### src/rtl/alu_branch_ctrl.sv
// alu_branch_ctrl: registered decode/execute slice of an RV32I core.
// Decodes the instruction, runs the ALU on the selected operands, evaluates
// the branch condition and forms the next PC. Every output is registered
// once; an asynchronous reset clears them all.
module alu_branch_ctrl (
  input  logic        clk,
  input  logic        reset,
  input  logic [31:0] instr,
  input  logic [31:0] pc,
  input  logic [31:0] rs1_value,
  input  logic [31:0] rs2_value,
  input  logic [31:0] imm,
  output logic [31:0] alu_out,
  output logic        branch,
  output logic [31:0] pc_next,
  output logic        reg_write_en,
  output logic [1:0]  rd_src,
  output logic        data_read_en,
  output logic        data_write_en,
  output logic [2:0]  data_size,
  output logic [3:0]  alu_op,
  output logic        alu_a_src,
  output logic        alu_b_src,
  output logic [2:0]  branch_cond
);

  localparam logic [6:0] OP_R      = 7'b0110011;
  localparam logic [6:0] OP_I      = 7'b0010011;
  localparam logic [6:0] OP_LOAD   = 7'b0000011;
  localparam logic [6:0] OP_STORE  = 7'b0100011;
  localparam logic [6:0] OP_BRANCH = 7'b1100011;
  localparam logic [6:0] OP_JAL    = 7'b1101111;
  localparam logic [6:0] OP_JALR   = 7'b1100111;
  localparam logic [6:0] OP_LUI    = 7'b0110111;
  localparam logic [6:0] OP_AUIPC  = 7'b0010111;

  localparam logic [3:0] ALU_ADD   = 4'b0000;
  localparam logic [3:0] ALU_PASSB = 4'b1010;

  localparam logic [2:0] BR_ALWAYS = 3'b011;
  localparam logic [2:0] BR_NEVER  = 3'b010;

  // ALU: shifts use only the low five bits of b; unknown codes add.
  function automatic logic [31:0] alu_calc(input logic [3:0] op,
                                           input logic [31:0] a,
                                           input logic [31:0] b);
    logic signed [31:0] a_s;
    logic signed [31:0] b_s;
    a_s = a;
    b_s = b;
    case (op)
      4'b0000: alu_calc = a + b;
      4'b1000: alu_calc = a - b;
      4'b0001: alu_calc = a << b[4:0];
      4'b0010: alu_calc = (a_s < b_s) ? 32'd1 : 32'd0;
      4'b0011: alu_calc = (a < b) ? 32'd1 : 32'd0;
      4'b0100: alu_calc = a ^ b;
      4'b0101: alu_calc = a >> b[4:0];
      4'b1101: alu_calc = a_s >>> b[4:0];
      4'b0110: alu_calc = a | b;
      4'b0111: alu_calc = a & b;
      4'b1010: alu_calc = b;
      default: alu_calc = a + b;
    endcase
  endfunction

  // Branch comparator on the raw register operands.
  function automatic logic branch_eval(input logic [2:0]  cond,
                                       input logic [31:0] r1,
                                       input logic [31:0] r2);
    logic signed [31:0] r1_s;
    logic signed [31:0] r2_s;
    r1_s = r1;
    r2_s = r2;
    case (cond)
      3'b000:  branch_eval = (r1 == r2);
      3'b001:  branch_eval = (r1 != r2);
      3'b100:  branch_eval = (r1_s < r2_s);
      3'b101:  branch_eval = (r1_s >= r2_s);
      3'b110:  branch_eval = (r1 < r2);
      3'b111:  branch_eval = (r1 >= r2);
      3'b011:  branch_eval = 1'b1;
      default: branch_eval = 1'b0;
    endcase
  endfunction

  logic [6:0]  opcode;
  logic [2:0]  funct3;
  logic        bit30;
  logic        unused_instr;

  logic        reg_write_en_p0;
  logic [1:0]  rd_src_p0;
  logic        data_read_en_p0;
  logic        data_write_en_p0;
  logic [3:0]  alu_op_p0;
  logic        alu_a_src_p0;
  logic        alu_b_src_p0;
  logic [2:0]  branch_cond_p0;
  logic [31:0] alu_a_p0;
  logic [31:0] alu_b_p0;
  logic [31:0] alu_out_p0;
  logic        branch_p0;
  logic [31:0] pc_next_p0;

  assign opcode       = instr[6:0];
  assign funct3       = instr[14:12];
  assign bit30        = instr[30];
  assign unused_instr = ^{instr[31], instr[29:15], instr[11:7]};

  // Control decode; anything unrecognised becomes a NOP.
  always_comb begin
    reg_write_en_p0  = 1'b0;
    rd_src_p0        = 2'b00;
    data_read_en_p0  = 1'b0;
    data_write_en_p0 = 1'b0;
    alu_op_p0        = ALU_ADD;
    alu_a_src_p0     = 1'b0;
    alu_b_src_p0     = 1'b0;
    branch_cond_p0   = BR_NEVER;
    case (opcode)
      OP_R: begin
        reg_write_en_p0 = 1'b1;
        alu_a_src_p0    = 1'b1;
        alu_b_src_p0    = 1'b1;
        alu_op_p0       = {bit30, funct3};
      end
      OP_I: begin
        reg_write_en_p0 = 1'b1;
        alu_a_src_p0    = 1'b1;
        // Only SRAI borrows bit 30; for the rest it is immediate data.
        alu_op_p0       = {(funct3 == 3'b101) ? bit30 : 1'b0, funct3};
      end
      OP_LOAD: begin
        reg_write_en_p0 = 1'b1;
        alu_a_src_p0    = 1'b1;
        rd_src_p0       = 2'b01;
        data_read_en_p0 = 1'b1;
      end
      OP_STORE: begin
        alu_a_src_p0     = 1'b1;
        data_write_en_p0 = 1'b1;
      end
      OP_BRANCH: begin
        branch_cond_p0 = funct3;
      end
      OP_JAL: begin
        reg_write_en_p0 = 1'b1;
        branch_cond_p0  = BR_ALWAYS;
        rd_src_p0       = 2'b10;
      end
      OP_JALR: begin
        reg_write_en_p0 = 1'b1;
        alu_a_src_p0    = 1'b1;
        branch_cond_p0  = BR_ALWAYS;
        rd_src_p0       = 2'b10;
      end
      OP_LUI: begin
        reg_write_en_p0 = 1'b1;
        alu_op_p0       = ALU_PASSB;
      end
      OP_AUIPC: begin
        reg_write_en_p0 = 1'b1;
      end
      default: ;
    endcase
  end

  assign alu_a_p0   = alu_a_src_p0 ? rs1_value : pc;
  assign alu_b_p0   = alu_b_src_p0 ? rs2_value : imm;
  assign alu_out_p0 = alu_calc(alu_op_p0, alu_a_p0, alu_b_p0);
  assign branch_p0  = branch_eval(branch_cond_p0, rs1_value, rs2_value);
  assign pc_next_p0 = branch_p0 ? {alu_out_p0[31:1], 1'b0} : pc + 32'd4;

  // ---- stage p0 -> outputs: capture every cycle, cleared asynchronously ----
  always_ff @(posedge clk or posedge reset) begin
    if (reset) begin
      alu_out       <= '0;
      branch        <= 1'b0;
      pc_next       <= '0;
      reg_write_en  <= 1'b0;
      rd_src        <= '0;
      data_read_en  <= 1'b0;
      data_write_en <= 1'b0;
      data_size     <= '0;
      alu_op        <= '0;
      alu_a_src     <= 1'b0;
      alu_b_src     <= 1'b0;
      branch_cond   <= '0;
    end else begin
      alu_out       <= alu_out_p0;
      branch        <= branch_p0;
      pc_next       <= pc_next_p0;
      reg_write_en  <= reg_write_en_p0;
      rd_src        <= rd_src_p0;
      data_read_en  <= data_read_en_p0;
      data_write_en <= data_write_en_p0;
      data_size     <= funct3;
      alu_op        <= alu_op_p0;
      alu_a_src     <= alu_a_src_p0;
      alu_b_src     <= alu_b_src_p0;
      branch_cond   <= branch_cond_p0;
    end
  end

endmodule

### config.mk
export PLATFORM = sky130hd
export DESIGN_NAME = alu_branch_ctrl
export DESIGN_NICKNAME = d
export VERILOG_FILES = /design/src/rtl/alu_branch_ctrl.sv
export SDC_FILE = /design/constraint.sdc
export NUM_CORES = 1
export LEC_CHECK = 0
export ABC_AREA = 1
export CAP_MARGIN = 20
export CORE_ASPECT_RATIO = 1.75
export CORE_MARGIN = 10
export CORE_UTILIZATION = 29
export CTS_CLUSTER_SIZE = 8
export DETAILED_ROUTE_END_ITERATION = 8
export GPL_ROUTABILITY_DRIVEN = 0
export PLACE_DENSITY = 0.5
export SETUP_SLACK_MARGIN = 0.1
export SLEW_MARGIN = 0
export SYNTH_ARGS = -nofsm -noshare
export SYNTH_HDL_FRONTEND = slang
export SYNTH_SLANG_ARGS = --single-unit
### constraint.sdc
create_clock -name clk -period 7.4 [get_ports clk]
set_input_delay 1.85 -clock clk [delete_from_list [all_inputs] [get_ports clk]]
set_output_delay 1.85 -clock clk [all_outputs]
set_load 0.1 [all_outputs]
-- Yosys cells after proc, flatten, opt, wreduce, memory -nomap -nowiden
Index checks and enable logic that the tools add are counted.
- bits of input ports: 162
- logic and storage cells: 75
- bits in registers: 82
- output and inout port bits: 82
- order comparisons: 6
- multiplexer cells: 16
- bitwise gates (word level): 3
- eq/ne operators: 28
- reduce and logical (&&, ||, !) cells: 4
- $add $sub $neg: 3
- shift-type cells: 3
- operator list (operator ; number):
    32-bit case mux with 10 select lines ; 1
    32-bit < comparator ; 4
    32-bit two-way mux ; 3
    32-bit greater-or-equal comparator ; 2
    32-bit by 3-bit adder with 32-bit output, second input constant ; 1
    32-bit adder ; 1
    32-bit AND ; 1
    32-bit == test ; 1
    32-bit != test ; 1
    32-bit OR ; 1
    32-bit by 5-bit << shifter with 32-bit output ; 1
    32-bit by 5-bit >> shifter with 32-bit output ; 1
    32-bit by 5-bit >>> shifter with 32-bit output ; 1
    32-bit subtractor ; 1
    32-bit XOR ; 1
    7-bit by 6-bit == test with 1-bit output, second input constant ; 3
    7-bit == test, second input constant ; 3
    4-bit by 3-bit == test with 1-bit output, second input constant ; 4
    3-bit == test, second input constant ; 5
    7-bit by 5-bit == test with 1-bit output, second input constant ; 2
    4-bit == test, second input constant ; 3
    4-bit case mux with 3 select lines ; 1
    4-bit by 2-bit == test with 1-bit output, second input constant ; 2
    1-bit two-way mux ; 8
    11 further kinds ; 11

-- Longest topological paths before layout
- word-level depth: 8
- depth in mapped cells: 31
- gate-level depth less buffers: 29

-- Worst setup path after synthesis
OpenSTA, ideal clock, no wires.
- path type: input port to flip-flop
- start point: input port instr[1]
- end point: register pc_next[24]
- data arrival time: 5054 ps
- data required time: 7283 ps
- path slack: 2230 ps
- stages on the path: 26
- path buffers: 1
- setup time: 117 ps
- cells stage by stage: nand2_1 -> inv_2 -> nand2_2 -> nor2_2 -> nor2_8 -> nand3_4 -> buf_6 -> nand2_1 -> o21ai_2 -> inv_1 -> ha_1 -> inv_1 -> fa_1 -> nand3b_1 -> nand2_1 -> a21oi_1 -> o21ai_0 -> a21boi_0 -> o21ai_0 -> nand2_1 -> o21bai_1 -> nand2_1 -> nand3_1 -> nand3_1 -> nand2_1 -> nand2_1
- longest elaborated chain between the ends: 7
- elaborated cells on any way between the ends: 44
- those cells by class: add/sub (2); eq/ne (24); shift (3); mux (9); bitwise (3); reduce/logical (3)
- ends and longest elaborated chain (item ; line ; text):
    start: declaration ; 8 ; input logic [31:0] instr,
    7-bit == test, or another cell as far along ; 121 ; case (opcode)
    5-bit OR reduction (no line) ; -- ;
    1-bit two-way mux ; 121 ;
    32-bit two-way mux ; 169 ; assign alu_a_p0 = alu_a_src_p0 ? rs1_value : pc;
    32-bit adder, or another cell as far along ; 52, 63 ;
    32-bit case mux with 10 select lines (*) ; 51 ; case (op)
    via alu_out_p0[24] ; 102 ; logic [31:0] alu_out_p0;
    32-bit two-way mux (*) ; 173 ; assign pc_next_p0 = branch_p0 ? {alu_out_p0[31:1], 1'b0} : pc + 32'd4;
    via pc_next_p0[24] ; 104 ; logic [31:0] pc_next_p0;
    end signal: assignment ; 193 ; pc_next <= pc_next_p0;
    end: declaration ; 15 ; output logic [31:0] pc_next,
Mark *: on every way through the listed nets, which the timed path passes. The rest lies on a longest branch.

-- Worst setup path after layout
- start point: input port instr[1]
- end point: register pc_next[29]
Same word-level chain as after synthesis.

==> metrics.md <==
| Metric | Value |
|---|---|
| Wirelength per Cell | between 20 and 25 um |
| H-Tree Depth | 3 |
| Seq cells post-synth | 81 |
| Worst EP arrival | 7080 ps |
| Critical path startpoint | instr[1] |
| Outcome | completed |
| Hpwl dp | between 60000 and 70000 um |
| N_diodes | 0 |
| Slew Viols, Final | 0 |
| Die Y | approximately 320 um |
| Clock-pin slew on the worst setup and hold paths | around 70 ps |
| Most frequent cells after synthesis | nand2_1, nand3_1, inv_1 |
| First-pass GRT wire length | roughly 120000 um |
| Top_reg_cell synth | dfrtp_1 |
| Worst Path Max Fanout | 29 |
| Bufs on Longest Clock Path | 2 |
| GR Overflow Total | 0 |
| DRT antenna net count | 0 |
| Final hold vios | 0 |
| Req. time, crit path | ~7700 ps |
| Final #Nets | around 3000 |
| Post-CTS sizing | 0 |
| P_leak | ~8.7 nW |
| Crit path time final | between 6000 and 7000 ps |
| Syn avg cell area | between 5 and 6 um^2 |
| Post-Syn Nets | ~2800 |
| CP Launch Type | input pin |
| Fmax | around 0.15 GHz |
| Root buf cell | clkbuf_16 |
| Post-synth cell types | 58 |
| Max-cap violations | 0 |
| Vias | 18500 |
| Top-count cell post-synth | nand2_1 |
| Max IR drop VDD | between 100 and 150 uV |
| Row cnt | around 110 |
| Synthesized cell area | 14600 um^2 |
| Share of cells above drive strength 1 | 0.0579 |
| Vias in the first global route | 18200 |
| DR iter-0 viols | approximately 1500 |
| Total wire length | about 80000 um |
| Design area | between 15000 and 20000 um^2 |
| CTS tree | built |
| Initial cell density of the core | 0.294 |
| Cts hold-fix bufs | 0 |
| Setup Fix Bufs, Post-CTS | 0 |
| Post-route setup TNS | 0 ps |
| Placed cell count | 3321 |
| Antenna violations before repair | 2 |
| DRT Pass-1 Iters | 8 |
| Post-synth top area cell | nand2_1 |
| Num CTS Buffers | 9 |
| Area Overhead vs Synth | 21.7% |
| Core area | between 40000 and 50000 um^2 |
| Drc violations | 0 |
| PD cells | approximately 150 nW/um^2 |
| Part of the cycle the worst path needs | 0.921 |
| Via density | 5.55 |
| Critical path endpoint category | flop |
| WS Path Type | in2reg |
| Die area | around 60000 um^2 |
| Worst Slack Setup Final | approximately 580 ps |
| RSZ-0062 raised after global routing | false |
| Chip Width | 190 um |
| Number of synthesized flops with an enable pin | 0 |
| Sink Count | slightly above 80 |
| Post-Synthesis Cells | between 2000 and 3000 |
| Dpl ws | about 290 ps |
| GR Util All Layers | 0.257 |
| Synth warn | 0 |
| Slew @ Worst Pin | approximately 1200 ps |
| Pin count of the biggest net entering global routing | between 90 and 100 |
| Max transition margin | 0.202 |
| WHS | approximately 1800 ps |
| # fillers | around 5500 |
| # setup viols final | 0 |
| Async set-reset flop share out of synthesis | 1.00 |
| Synth top area share | 0.169 |
| Post-Layout Cell Count | between 3000 and 4000 |
| DP Area | between 15000 and 20000 um^2 |
| PortBufs | around 220 |
| Ports | approximately 240 |
| Hold Crit Class | in2async |
| Sequential area share after synthesis | 0.139 |
| Dominant cells by area after synthesis | nand2_1, nand3_1, dfrtp_1 |
## through the flow
| step | power, W | utilization |
|---|---|---|
| finish | 0.00266 | 0.358 |
| global placement | 0.00213 | 0.351 |
| CTS | 0.00265 | 0.358 |
| floorplan | 0.00158 | - |
| global route | 0.00279 | 0.358 |
| detailed placement | 0.00213 | 0.351 |
## sequential cells by signal (all words and copies together), names as in the netlist
name,cells
alu_out,32
pc_next,32
alu_op,4
branch_cond,3
data_size,3
alu_a_src,1
alu_b_src,1
branch,1
data_read_en,1
data_write_en,1
rd_src,1
reg_write_en,1
## kinds of logic after synthesis
kind of cell             Yosys count  synth area share
AO/OA/AOI/OAI                    421             0.169
AND/OR/NAND/NOR                 1417             0.435
adder cells (fa/ha/maj)          132             0.114
flip-flops                        81             0.139
buffers and inverters            421             0.119
XOR/XNOR                          41            0.0246
## worst max-delay path, cell delays in order
cell and delay (ps):
clkdlybuf4s50_1 470, nand2_1 110, inv_2 100, nand2_2 80
nor2_2 220, nor2_8 150, nand3_4 90, buf_4 300
buf_4 370, nand2_1 110, o21ai_2 70, buf_4 160
inv_1 70, ha_1 390, nor2_1 250, inv_1 90
nor4_1 570, nand3_1 380, nand3_1 230, nand2_1 70
o211ai_1 150, nand2_1 160, nand2_1 100, nand2_1 50
nand3_1 90, nand4_1 210, nand2_1 120, nand2_1 50
## power breakdown
part | internal (W) | switching, W
Clock | 0.000299 | 0.000210
Combinational | 0.000437 | 0.00120
Sequential | 0.000496 | 0.0000163
Total | 0.00123 | 0.00142
## layout by cell type, fill, tap and decap left out, types with 4 or more instances in the layout
cell type and instances:
nand2_1 659, nand3_1 442, inv_1 276, clkdlybuf4s50_1 222, nor2_1 157, a21oi_1 138
o21ai_0 135, ha_1 130, dfrtp_1 81, nand4_1 66, buf_4 48, xor2_1 35
o211ai_1 26, o22ai_1 25, nor3_1 24, inv_2 19, o21ai_2 14, nand3_2 13
nor2_2 10, o21ai_1 10, nand2_2 9, a21boi_0 9, clkbuf_16 9, o221ai_1 8
or2_2 8, a31oi_1 8, a21o_1 7, a21boi_1 7, o21bai_1 6, a211oi_1 6
nor4_1 6, xnor2_1 6, o21ai_4 5, and2_1 5, o21a_1 5, nand3b_1 4
## layout make-up
class	instances	area, um^2	share of cell area
multi-input cells	2011	10900	0.612
repair buffers	271	2600	0.146
flip-flops and latches	81	2030	0.114
inverters	298	1120	0.0631
well taps	660	826	0.0464
clock buffers	9	225	0.0127
clock inverters	7	103	0.00577
## layer usage
layer / vias up / global-route usage / wire length, um
li1: 8714 / - / -
met1: 8667 / 0.262 / 28300
met2: 894 / 0.460 / 39700
met3: 246 / 0.0375 / 5240
met4: 4 / 0.207 / 7030
met5: - / 0 / 26
## how the worst max path moves through the flow
stage	end	slack [ps]	cells past startpoint
3_3_place_gp	pc_next[24]$_DFF_PP0_	290	26
3_5_place_dp	pc_next[24]$_DFF_PP0_	290	26
5_1_grt	pc_next[24]$_DFF_PP0_	200	26
2_1_floorplan	pc_next[24]$_DFF_PP0_	2230	26
6_report	pc_next[29]$_DFF_PP0_	580	28
4_1_cts	pc_next[24]$_DFF_PP0_	660	26
Power figures use the tool's default switching activity.
